**src/rtl/game_timer_pkg.sv**
```systemverilog
// Shared types and two-digit BCD helpers for the game countdown timer.
package game_timer_pkg;

    typedef enum logic [1:0] {
        IDLE  = 2'd0,
        RUN   = 2'd1,
        PAUSE = 2'd2,
        DONE  = 2'd3
    } state_t;

    typedef struct packed {
        logic [3:0] tens;
        logic [3:0] ones;
    } bcd2_t;

    // Elaboration-time conversion of a 0..99 integer parameter into BCD.
    function automatic bcd2_t to_bcd2(input int v);
        bcd2_t r;
        r.tens = 4'((v / 10) % 10);
        r.ones = 4'(v % 10);
        return r;
    endfunction

    function automatic logic bcd2_gt(input bcd2_t a, input bcd2_t b);
        return (a.tens > b.tens) || ((a.tens == b.tens) && (a.ones > b.ones));
    endfunction

endpackage

```
**src/rtl/game_countdown_timer_bcd2_update.sv**
```systemverilog
// Combinational two-digit BCD step: optional decrement, then optional add clamped to a ceiling.
module bcd2_update
    import game_timer_pkg::*;
(
    input  logic [3:0] i_tens,
    input  logic [3:0] i_ones,
    input  logic       i_dec,
    input  logic       i_add_en,
    input  bcd2_t      i_add,
    input  bcd2_t      i_max,
    output logic [3:0] o_tens,
    output logic [3:0] o_ones,
    output logic       o_zero
);

    logic [3:0] w_dtens;
    logic [3:0] w_dones;
    logic [4:0] w_osum;
    logic [4:0] w_tsum;
    logic       w_carry;
    bcd2_t      w_sum;

    always_comb begin
        w_dtens = i_tens;
        w_dones = i_ones;
        // Decrement is suppressed at 00 so the value never wraps.
        if (i_dec && ((i_tens != 4'd0) || (i_ones != 4'd0))) begin
            if (i_ones == 4'd0) begin
                w_dones = 4'd9;
                w_dtens = i_tens - 4'd1;
            end else begin
                w_dones = i_ones - 4'd1;
            end
        end

        w_osum  = {1'b0, w_dones} + (i_add_en ? {1'b0, i_add.ones} : 5'd0);
        w_carry = (w_osum > 5'd9);
        w_tsum  = {1'b0, w_dtens} + (i_add_en ? {1'b0, i_add.tens} : 5'd0) + {4'd0, w_carry};

        w_sum.tens = w_tsum[3:0];
        w_sum.ones = w_carry ? 4'(w_osum - 5'd10) : w_osum[3:0];
        // A tens overflow past 9 is beyond any legal ceiling, so it clamps too.
        if ((w_tsum > 5'd9) || bcd2_gt(w_sum, i_max)) begin
            w_sum = i_max;
        end

        o_tens = w_sum.tens;
        o_ones = w_sum.ones;
        o_zero = (w_sum.tens == 4'd0) && (w_sum.ones == 4'd0);
    end

endmodule

```
**src/rtl/game_countdown_timer.sv**
```systemverilog
// Round countdown in BCD seconds with pause, bonus time and a registered time-up pulse.
module game_countdown_timer
    import game_timer_pkg::*;
#(
    parameter int START_SEC = 60,
    parameter int BONUS_SEC = 5,
    parameter int MAX_SEC   = 99,
    parameter int LOW_SEC   = 10
) (
    input  logic       clk,
    input  logic       rst,
    input  logic       tick,
    input  logic       start,
    input  logic       pause,
    input  logic       bonus,
    output logic [3:0] sec_tens,
    output logic [3:0] sec_ones,
    output logic       running,
    output logic       expired,
    output logic       time_up,
    output logic       low_time
);

    localparam bcd2_t START_BCD = to_bcd2(START_SEC);
    localparam bcd2_t BONUS_BCD = to_bcd2(BONUS_SEC);
    localparam bcd2_t MAX_BCD   = to_bcd2(MAX_SEC);
    localparam bcd2_t LOW_BCD   = to_bcd2(LOW_SEC);

    state_t r_state;
    state_t w_nxt_state;
    bcd2_t  r_digits;
    bcd2_t  w_nxt_digits;
    bcd2_t  w_upd;
    logic   w_zero;
    logic   w_dec;
    logic   w_add_en;
    logic   r_running, r_expired, r_time_up, r_low_time;
    logic   w_nxt_running, w_nxt_expired, w_nxt_time_up, w_nxt_low_time;

    // Ticks only count in RUN without pause; bonus applies in RUN and PAUSE; start overrides both.
    assign w_dec    = (r_state == RUN) && !start && !pause && tick;
    assign w_add_en = ((r_state == RUN) || (r_state == PAUSE)) && !start && bonus;

    bcd2_update u_bcd2_update (
        .i_tens   (r_digits.tens),
        .i_ones   (r_digits.ones),
        .i_dec    (w_dec),
        .i_add_en (w_add_en),
        .i_add    (BONUS_BCD),
        .i_max    (MAX_BCD),
        .o_tens   (w_upd.tens),
        .o_ones   (w_upd.ones),
        .o_zero   (w_zero)
    );

    always_ff @(posedge clk or posedge rst) begin
        if (rst) begin
            r_state    <= IDLE;
            r_digits   <= START_BCD;
            r_running  <= 1'b0;
            r_expired  <= 1'b0;
            r_time_up  <= 1'b0;
            r_low_time <= 1'b0;
        end else begin
            r_state    <= w_nxt_state;
            r_digits   <= w_nxt_digits;
            r_running  <= w_nxt_running;
            r_expired  <= w_nxt_expired;
            r_time_up  <= w_nxt_time_up;
            r_low_time <= w_nxt_low_time;
        end
    end

    always_comb begin
        w_nxt_state  = r_state;
        w_nxt_digits = r_digits;
        case (r_state)
            IDLE: begin
                if (start) begin
                    w_nxt_state  = RUN;
                    w_nxt_digits = START_BCD;
                end
            end
            RUN: begin
                if (start) begin
                    w_nxt_digits = START_BCD;
                end else if (pause) begin
                    w_nxt_state  = PAUSE;
                    w_nxt_digits = w_upd;
                end else begin
                    w_nxt_digits = w_upd;
                    if (w_zero) begin
                        w_nxt_state = DONE;
                    end
                end
            end
            PAUSE: begin
                if (start) begin
                    w_nxt_state  = RUN;
                    w_nxt_digits = START_BCD;
                end else begin
                    w_nxt_digits = w_upd;
                    if (!pause) begin
                        w_nxt_state = RUN;
                    end
                end
            end
            DONE: begin
                w_nxt_digits = '0;
                if (start) begin
                    w_nxt_state  = RUN;
                    w_nxt_digits = START_BCD;
                end
            end
            default: begin
                w_nxt_state  = IDLE;
                w_nxt_digits = START_BCD;
            end
        endcase
    end

    always_comb begin
        w_nxt_running  = (w_nxt_state == RUN);
        w_nxt_expired  = (w_nxt_state == DONE);
        w_nxt_time_up  = (r_state == RUN) && (w_nxt_state == DONE);
        w_nxt_low_time = ((w_nxt_state == RUN) || (w_nxt_state == PAUSE)) &&
                         !bcd2_gt(w_nxt_digits, LOW_BCD);
    end

    assign sec_tens = r_digits.tens;
    assign sec_ones = r_digits.ones;
    assign running  = r_running;
    assign expired  = r_expired;
    assign time_up  = r_time_up;
    assign low_time = r_low_time;

endmodule

```
**config.mk**
```make
export PLATFORM = sky130hd
export DESIGN_NAME = game_countdown_timer
export DESIGN_NICKNAME = d
export VERILOG_FILES = /design/src/rtl/game_timer_pkg.sv /design/src/rtl/game_countdown_timer_bcd2_update.sv /design/src/rtl/game_countdown_timer.sv
export SDC_FILE = /design/constraint.sdc
export NUM_CORES = 1
export LEC_CHECK = 0
export ABC_AREA = 1
export CAP_MARGIN = 10
export CELL_PAD_IN_SITES_DETAIL_PLACEMENT = 0
export CELL_PAD_IN_SITES_GLOBAL_PLACEMENT = 1
export CORE_MARGIN = 5
export CORE_UTILIZATION = 41
export CTS_CLUSTER_SIZE = 20
export DETAILED_ROUTE_END_ITERATION = 12
export HOLD_SLACK_MARGIN = 0.06
export PLACE_DENSITY = 0.9
export SETUP_SLACK_MARGIN = 0.4
export SYNTH_ARGS = -nofsm -noshare
export SYNTH_HDL_FRONTEND = slang
export SYNTH_SLANG_ARGS = --single-unit
```
**constraint.sdc**
```tcl
create_clock -name clk -period 5.4 [get_ports clk]
set_input_delay 0.81 -clock clk [delete_from_list [all_inputs] [get_ports clk]]
set_output_delay 0.81 -clock clk [all_outputs]
set_load 0.03 [all_outputs]
```
# Word level (Yosys, flattened, before mapping)
# Cells that the tools add are included.
dict set report totals {
  ff_bits 14
  in_bits 6
  output_inout_bits 12
  elab_cells 72
}
dict set report op_classes {
  n_addsub 5
  order_cmp 6
  n_eq_ne 8
  muxes 18
  n_reduce_logical 28
}
# cell n
set ops {}
lappend ops {{2-to-1 mux 8 bit} 3}
lappend ops {{one-hot mux 8 bit (3 select lines)} 1}
lappend ops {{2-to-1 mux 4 bit} 5}
lappend ops {{logical NOT 4 bit} 3}
lappend ops {{2-to-1 mux 2 bit} 6}
lappend ops {{logical AND 1 bit} 11}
lappend ops {{greater-than comparator 5 x 4 -> 1 bit (second input constant)} 2}
lappend ops {{== test 2 bit (second input constant)} 4}
lappend ops {{greater-than comparator 4 x 1 -> 1 bit (second input constant)} 2}
lappend ops {{greater-than comparator 4 bit (second input constant)} 2}
lappend ops {{nonzero test 4 bit} 2}
lappend ops {{subtractor 4 x 1 -> 4 bit (second input constant)} 2}
lappend ops {{2-to-1 mux 7 bit} 1}
lappend ops {{logical OR 1 bit} 6}
lappend ops {{one-hot mux 2 bit (3 select lines)} 1}
lappend ops {{adder 4 x 1 -> 5 bit} 1}
lappend ops {{adder 4 x 3 -> 5 bit} 1}
lappend ops {{== test 2 x 1 -> 1 bit (second input constant)} 2}
lappend ops {{== test 4 x 1 -> 1 bit (second input constant)} 1}
lappend ops {{== test 4 bit (second input constant)} 1}
lappend ops {{OR reduction 2 bit} 2}
lappend ops {{subtractor 4 bit (second input constant)} 1}
lappend ops {{logical NOT 1 bit} 3}
lappend ops {{2-to-1 mux 3 bit} 1}
lappend ops {{logical NOT 2 bit} 1}

# Depth between registers and ports, before layout
# Gate-level depths: netlist (run 1).
dict set report depth {
  word_depth 23
  mapped_depth 35
  mapped_depth_nobuf 35
}

# Cells and area by module
# From an unflattened synthesis (run 1), not the netlist that was laid out.
dict set report unflattened {
  hier_cells 295
  hier_area_um2 1885.6
}
# mod n_inst cells_per_inst area_per_inst_um2 seq_area_each_um2
set by_module_without_submodules {}
lappend by_module_without_submodules {bcd2_update 1 194 1094.8 0.0}
lappend by_module_without_submodules {game_countdown_timer 1 101 790.8 352.8}

# Least setup slack after synthesis (run 1)
# Ideal clock, no wire load.
dict set report synth_path {
  kind {input to register}
  startpoint {input port start}
  endpoint {register r_low_time, in the netlist low_time}
  setup_ps 123
  t_arrival_ps 4425
  required_ps 5277
  setup_slack_ps 852
  path_stages 34
  path_buffers 0
  cell_sequence {inv_2 > nand2_4 > nor2_8 > nand2_4 > nand2_4 > nand2_1 > a21oi_1 > inv_1 > ha_1 > xor2_1 > inv_1 > ha_1 > inv_1 > a21oi_1 > a31oi_1 > nand3_4 > nand2_4 > ha_1 > ha_1 > inv_1 > xor2_1 > nand2_1 > nand2_1 > nor2_1 > nand2_1 > nor2_1 > nand4_1 > nand2_1 > nand2_1 > a21oi_1 > ha_1 > nor3b_1 > nand2_1 > a21oi_2}
}
dict set report synth_between {
  elab_chain_cells 23
  elab_cells_between_ends 46
  classes_between {add/sub (3); order compare (6); eq/ne (4); mux (15); reduce/logical (18)}
}
# element line
set synth_lines {}
lappend synth_lines {{start: declaration} game_countdown_timer.sv:13} ;# input logic start,
lappend synth_lines {{parallel branches: the longest is 19 deep, another holds adder 4 x 3 -> 5 bit} n/a}
lappend synth_lines {{one-hot mux 2 bit (3 select lines) *} game_countdown_timer.sv:77} ;# case (r_state)
lappend synth_lines {{named net w_nxt_state[0]} game_countdown_timer.sv:30} ;# state_t w_nxt_state;
lappend synth_lines {{== test 2 x 1 -> 1 bit / == test 2 bit (equally long branches)} game_countdown_timer.sv:126} ;# w_nxt_low_time = ((w_nxt_state == RUN) || (w_nxt_state == PAUSE)) &&
lappend synth_lines {{logical OR 1 bit *} game_countdown_timer.sv:126}
lappend synth_lines {{logical AND 1 bit *} game_countdown_timer.sv:126}
lappend synth_lines {{named net w_nxt_low_time} game_countdown_timer.sv:38} ;# logic w_nxt_running, w_nxt_expired, w_nxt_time_up, w_nxt_low_time;
lappend synth_lines {{end signal: assignment} game_countdown_timer.sv:70} ;# r_low_time <= w_nxt_low_time;
lappend synth_lines {{end: declaration} game_countdown_timer.sv:37} ;# logic r_running, r_expired, r_time_up, r_low_time;
# Mark *: on every way through the listed nets, which the timed path passes.

# Worst setup path in the final report (run 1)
dict set report layout_path {
  startpoint {input port pause}
  endpoint {register r_low_time, in the netlist low_time}
}
dict set report layout_between {
  elab_chain_cells 22
  elab_cells_between_ends 40
  classes_between {add/sub (3); order compare (6); eq/ne (4); mux (12); reduce/logical (15)}
}
# element line
set layout_lines {}
lappend layout_lines {{start: declaration} game_countdown_timer.sv:14} ;# input logic pause,
lappend layout_lines {{parallel branches: the longest is 18 deep, another holds adder 4 x 3 -> 5 bit} n/a}
lappend layout_lines {{one-hot mux 2 bit (3 select lines) *} game_countdown_timer.sv:77}
lappend layout_lines {{named net w_nxt_state[0]} game_countdown_timer.sv:30}
lappend layout_lines {{== test 2 x 1 -> 1 bit / == test 2 bit (equally long branches)} game_countdown_timer.sv:126}
lappend layout_lines {{logical OR 1 bit *} game_countdown_timer.sv:126}
lappend layout_lines {{logical AND 1 bit *} game_countdown_timer.sv:126}
lappend layout_lines {{named net w_nxt_low_time} game_countdown_timer.sv:38}
# Marks and branches as above.

==> flow_summary.rst, run 1 <==
.. list-table::
   :header-rows: 1

   * - Metric
     - Value
   * - Combined area of the multi-input logic cells
     - 1107 µm²
   * - Min-Delay Path Depth
     - 2
   * - Crit path time final
     - 4658 ps
   * - Worst min-delay path endpoint
     - sec_ones[0]
   * - Setup-failing EPs final
     - 0
   * - Number of antenna violations at the first check in global routing
     - 0
   * - Number of CTS-inserted buffers
     - 3
   * - Remaining global-route overflow
     - 0
   * - Portion of total power attributed to sequential cells
     - 0.178
   * - Number of sinks driven by the clock tree
     - 14
   * - Hold/Removal Path Class
     - reg2reg
   * - DR pass1 iterations
     - 5
   * - Power share of the clock group
     - 0.086
   * - Fraction of layout cells with a size suffix above 1
     - 0.2828
   * - Switching power as a share of total power
     - 0.4995
   * - CTS clk-pin slew, worst paths
     - 50 ps
   * - Wire length of the first global-routing pass
     - 5713 µm
   * - Core region area
     - 3661 µm²
   * - Number of DRC markers in iteration 0
     - 42
   * - Largest fanout on the critical path
     - 4
   * - Post-detailed-route DRC marker count
     - 0
   * - Count of mapped cells out of synthesis
     - 212
   * - Final wirelength
     - 3415 µm
   * - Tightest slew margin relative to the limit
     - 0.6302
   * - Setup repair after global routing missed its margin
     - no
   * - Transition time at the pin with the least slew margin
     - 550.4 ps
   * - Cell count of the worst reg-to-reg path
     - 35
   * - Detailed-placement wirelength estimate
     - 2768 µm
   * - Startpoint of the worst hold path
     - sec_ones[0]
   * - Maximum capacitance violations
     - 0
   * - Pin count of the biggest net entering global routing
     - 15
   * - Total design power
     - 1002 µW
   * - Capture instance of the worst register-to-register path
     - low_time
   * - Effective utilization at floorplan
     - 0.4221
   * - Vias in the first global route
     - 1358
   * - Flop-to-flop setup slack
     - 760 ps
   * - Buffer levels on the longest clock path
     - 2
   * - Post-synthesis instance area
     - 1545 µm²
   * - Total Neg Setup Slack
     - 0 ps
   * - Unique masters post-synth
     - 34
   * - # port buffers
     - 17
   * - Final Max Slew Viols
     - 0
   * - WL per Instance
     - 11.70 µm
   * - Horizontal die dimension
     - 71.39 µm
   * - Number of vias after detailed routing
     - 1390
   * - Syn_nets
     - 235
   * - Start of the worst register-to-register path
     - r_state[1]
   * - Number of filler cells placed in the layout
     - 372
   * - Required time reported for the critical path endpoint
     - 5530 ps
   * - Ys Warns
     - 0
   * - Worst path slowest cell
     - sky130_fd_sc_hd__ha_4
   * - Crit path arrival time
     - 4790 ps
   * - # IOs
     - 18
   * - Part of the power in combinational logic
     - 0.736
   * - Seq/Total Area, Yosys
     - 0.2283
   * - Worst-Skew Late Latency
     - 240 ps
   * - Fmax
     - 214.7 MHz
   * - Post-synthesis register bit count
     - 14
   * - Register cell area after layout
     - 352.8 µm²
   * - Layout-stage area growth over the synthesis result
     - 27.13%
   * - Remaining antenna violation count after routing
     - 0
   * - Count of inserted antenna diode cells
     - 0
   * - Final clock period utilization by the worst path
     - 0.8626
   * - Clk root buf
     - sky130_fd_sc_hd__clkbuf_8
   * - GPL Wtd Cong
     - 0.8673
   * - Site row count
     - 22
   * - Critical path's largest stage delay
     - 270 ps
   * - Average cell area after synthesis
     - 7.289 µm²
   * - DR vias/cell
     - 4.760
   * - Hold Vio Cnt, Final
     - 0
   * - Largest clock skew in the final design
     - 3.299 ps
   * - Status
     - finished clean
   * - CTS HTree Levels
     - 1
   * - Total track usage
     - 0.1390
   * - Pleak
     - 0.001083 µW
   * - Power density over the cells
     - 509.9 nW/µm²
   * - Cell repeated most along the worst path
     - sky130_fd_sc_hd__nand2_1
   * - Switching power
     - 500.3 µW
   * - Start-to-end type of the worst setup path
     - in2reg
   * - Area of the die
     - 5097 µm²
   * - Final Net Count
     - 268
   * - TritonCTS clock tree
     - done
   * - Worst setup SP type
     - input pin
   * - Maximum resistive drop on vdd
     - 0.0003488 V
   * - Internal power component
     - 501.3 µW
   * - Sort of element at the end of the critical path
     - flop
   * - Height of the die
     - 71.39 µm
-- through the flow --
stage	setup WS [ps]	hold WS (ps)	utilization	cells	area, µm²
floorplan	851.9	630.8	-	212	1545
global route	390.1	658.5	0.5366	292	1964
CTS	403.5	586.0	0.5222	291	1912
detailed placement	25.55	571.1	0.4911	280	1798
finish	741.8	595.3	0.5366	292	1964
global placement	24.39	572.9	0.4911	280	1798
-- synth_stat cells, drive strengths merged --
| cell | instances | area share |
|---|---|---|
| a21oi | 9 | 0.032 |
| nor2 | 16 | 0.061 |
| dfrtp | 12 | 0.19 |
| nand2 | 74 | 0.24 |
| inv | 37 | 0.090 |
| and2 | 1 | 0.0041 |
| and3 | 1 | 0.0049 |
| xor2 | 6 | 0.039 |
| nor3 | 1 | 0.0032 |
| nand3 | 20 | 0.096 |
| o31ai | 1 | 0.0049 |
| o21a | 1 | 0.0049 |
| o21ai | 5 | 0.016 |
| nand4 | 2 | 0.0081 |
| ha | 17 | 0.14 |
| nor4 | 1 | 0.0041 |
| or2 | 1 | 0.0041 |
| a221oi | 1 | 0.0057 |
| a22oi | 1 | 0.0049 |
| dfstp | 2 | 0.034 |
| o22ai | 1 | 0.0041 |
| nor3b | 1 | 0.0049 |
| a31oi | 1 | 0.0041 |
-- placed cells by master (no fill, tap or decap), drive strengths merged, types with 2 or more instances in the layout --
cell           instances
dfstp                  2
clkdlybuf4s50         14
ha                    17
buf                   11
nand3                 20
nand2                 74
o21ai                  5
a21oi                  9
dlymetal6s2s           3
clkbuf                 4
xor2                   6
nor2                  16
dfrtp                 12
nand4                  2
inv                   37
-- critical path: cells and delay by family --
| kind | cells | cell delay (ps) |
|---|---|---|
| xor+xnor | 2 | 240 |
| simple gates | 17 | 1490 |
| compound gates | 5 | 560 |
| fa+ha+maj | 5 | 1070 |
| buf+inv | 6 | 580 |
-- cell type report --
type / instances / share of cell area
Multi-Input combinational cell: 161 / 0.5637
Sequential cell: 14 / 0.1796
Timing Repair Buffer: 28 / 0.1325
Inverter: 37 / 0.07070
Tap cell: 48 / 0.03057
Clock buffer: 4 / 0.02293
-- worst max-delay path by stage --
stage | startpoint | end | slack, ps | depth (start not counted)
4_1_cts | pause | low_time | 400 | 35
5_1_grt | sec_ones[1] | low_time | 390 | 33
2_1_floorplan | start | low_time | 850 | 34
6_report | pause | low_time | 740 | 35
3_5_place_dp | start | low_time | 30 | 35
3_3_place_gp | start | low_time | 20 | 35
-- registers in the layout, summed over array words and instances, names as in the netlist --
name and flops:
running 1, sec_tens 4, time_up 1, low_time 1, sec_ones 4, r_state 2
expired 1
-- power by group through the flow --
stage	clock network (µW)	registers (µW)	logic [µW]
floorplan	0	225	447
global placement	0	177	666
detailed placement	0	178	672
CTS	89.5	177	716
global route	97.2	184	822
finish	86.4	178	737
-- what timing repair did --
item / 4_1_cts / 5_1_grt
hold buffers: 0 / 0
resized for setup: 2 / 16
pin swaps: 3 / 10
setup buffers: 7 / 1
setup endpoints to repair: 1 / 5
-- logic make-up (layout without fill, tap and decap cells) --
family,Yosys count,after routing,synth area share
adders and majority gates,17,17,0.1376
and+or+nand+nor,118,118,0.4292
AOI/OAI and AO/OA,20,20,0.07612
buffers and inverters,37,69,0.08988
DFF,14,14,0.2283
xor gates and xnor gates,6,6,0.03887
-- layer usage --
layer,routed length (µm),global-route usage
met1,1595,0.1779
met2,1645,0.2459
met3,150,0.02384
met4,24,0.02505
met5,0,0
Note: power is estimated with default switching activity, not from simulation.
==> inputs of run 2 (changes only) <==
--- a/config.mk
+++ b/config.mk
@@ -11,7 +11,6 @@
 export CELL_PAD_IN_SITES_GLOBAL_PLACEMENT = 1
 export CORE_MARGIN = 5
 export CORE_UTILIZATION = 41
-export CTS_CLUSTER_SIZE = 20
 export DETAILED_ROUTE_END_ITERATION = 12
 export HOLD_SLACK_MARGIN = 0.06
 export PLACE_DENSITY = 0.9
==> results of run 2 <==
Same layout as run 1: the final DEF is identical, and so are final timing and power.
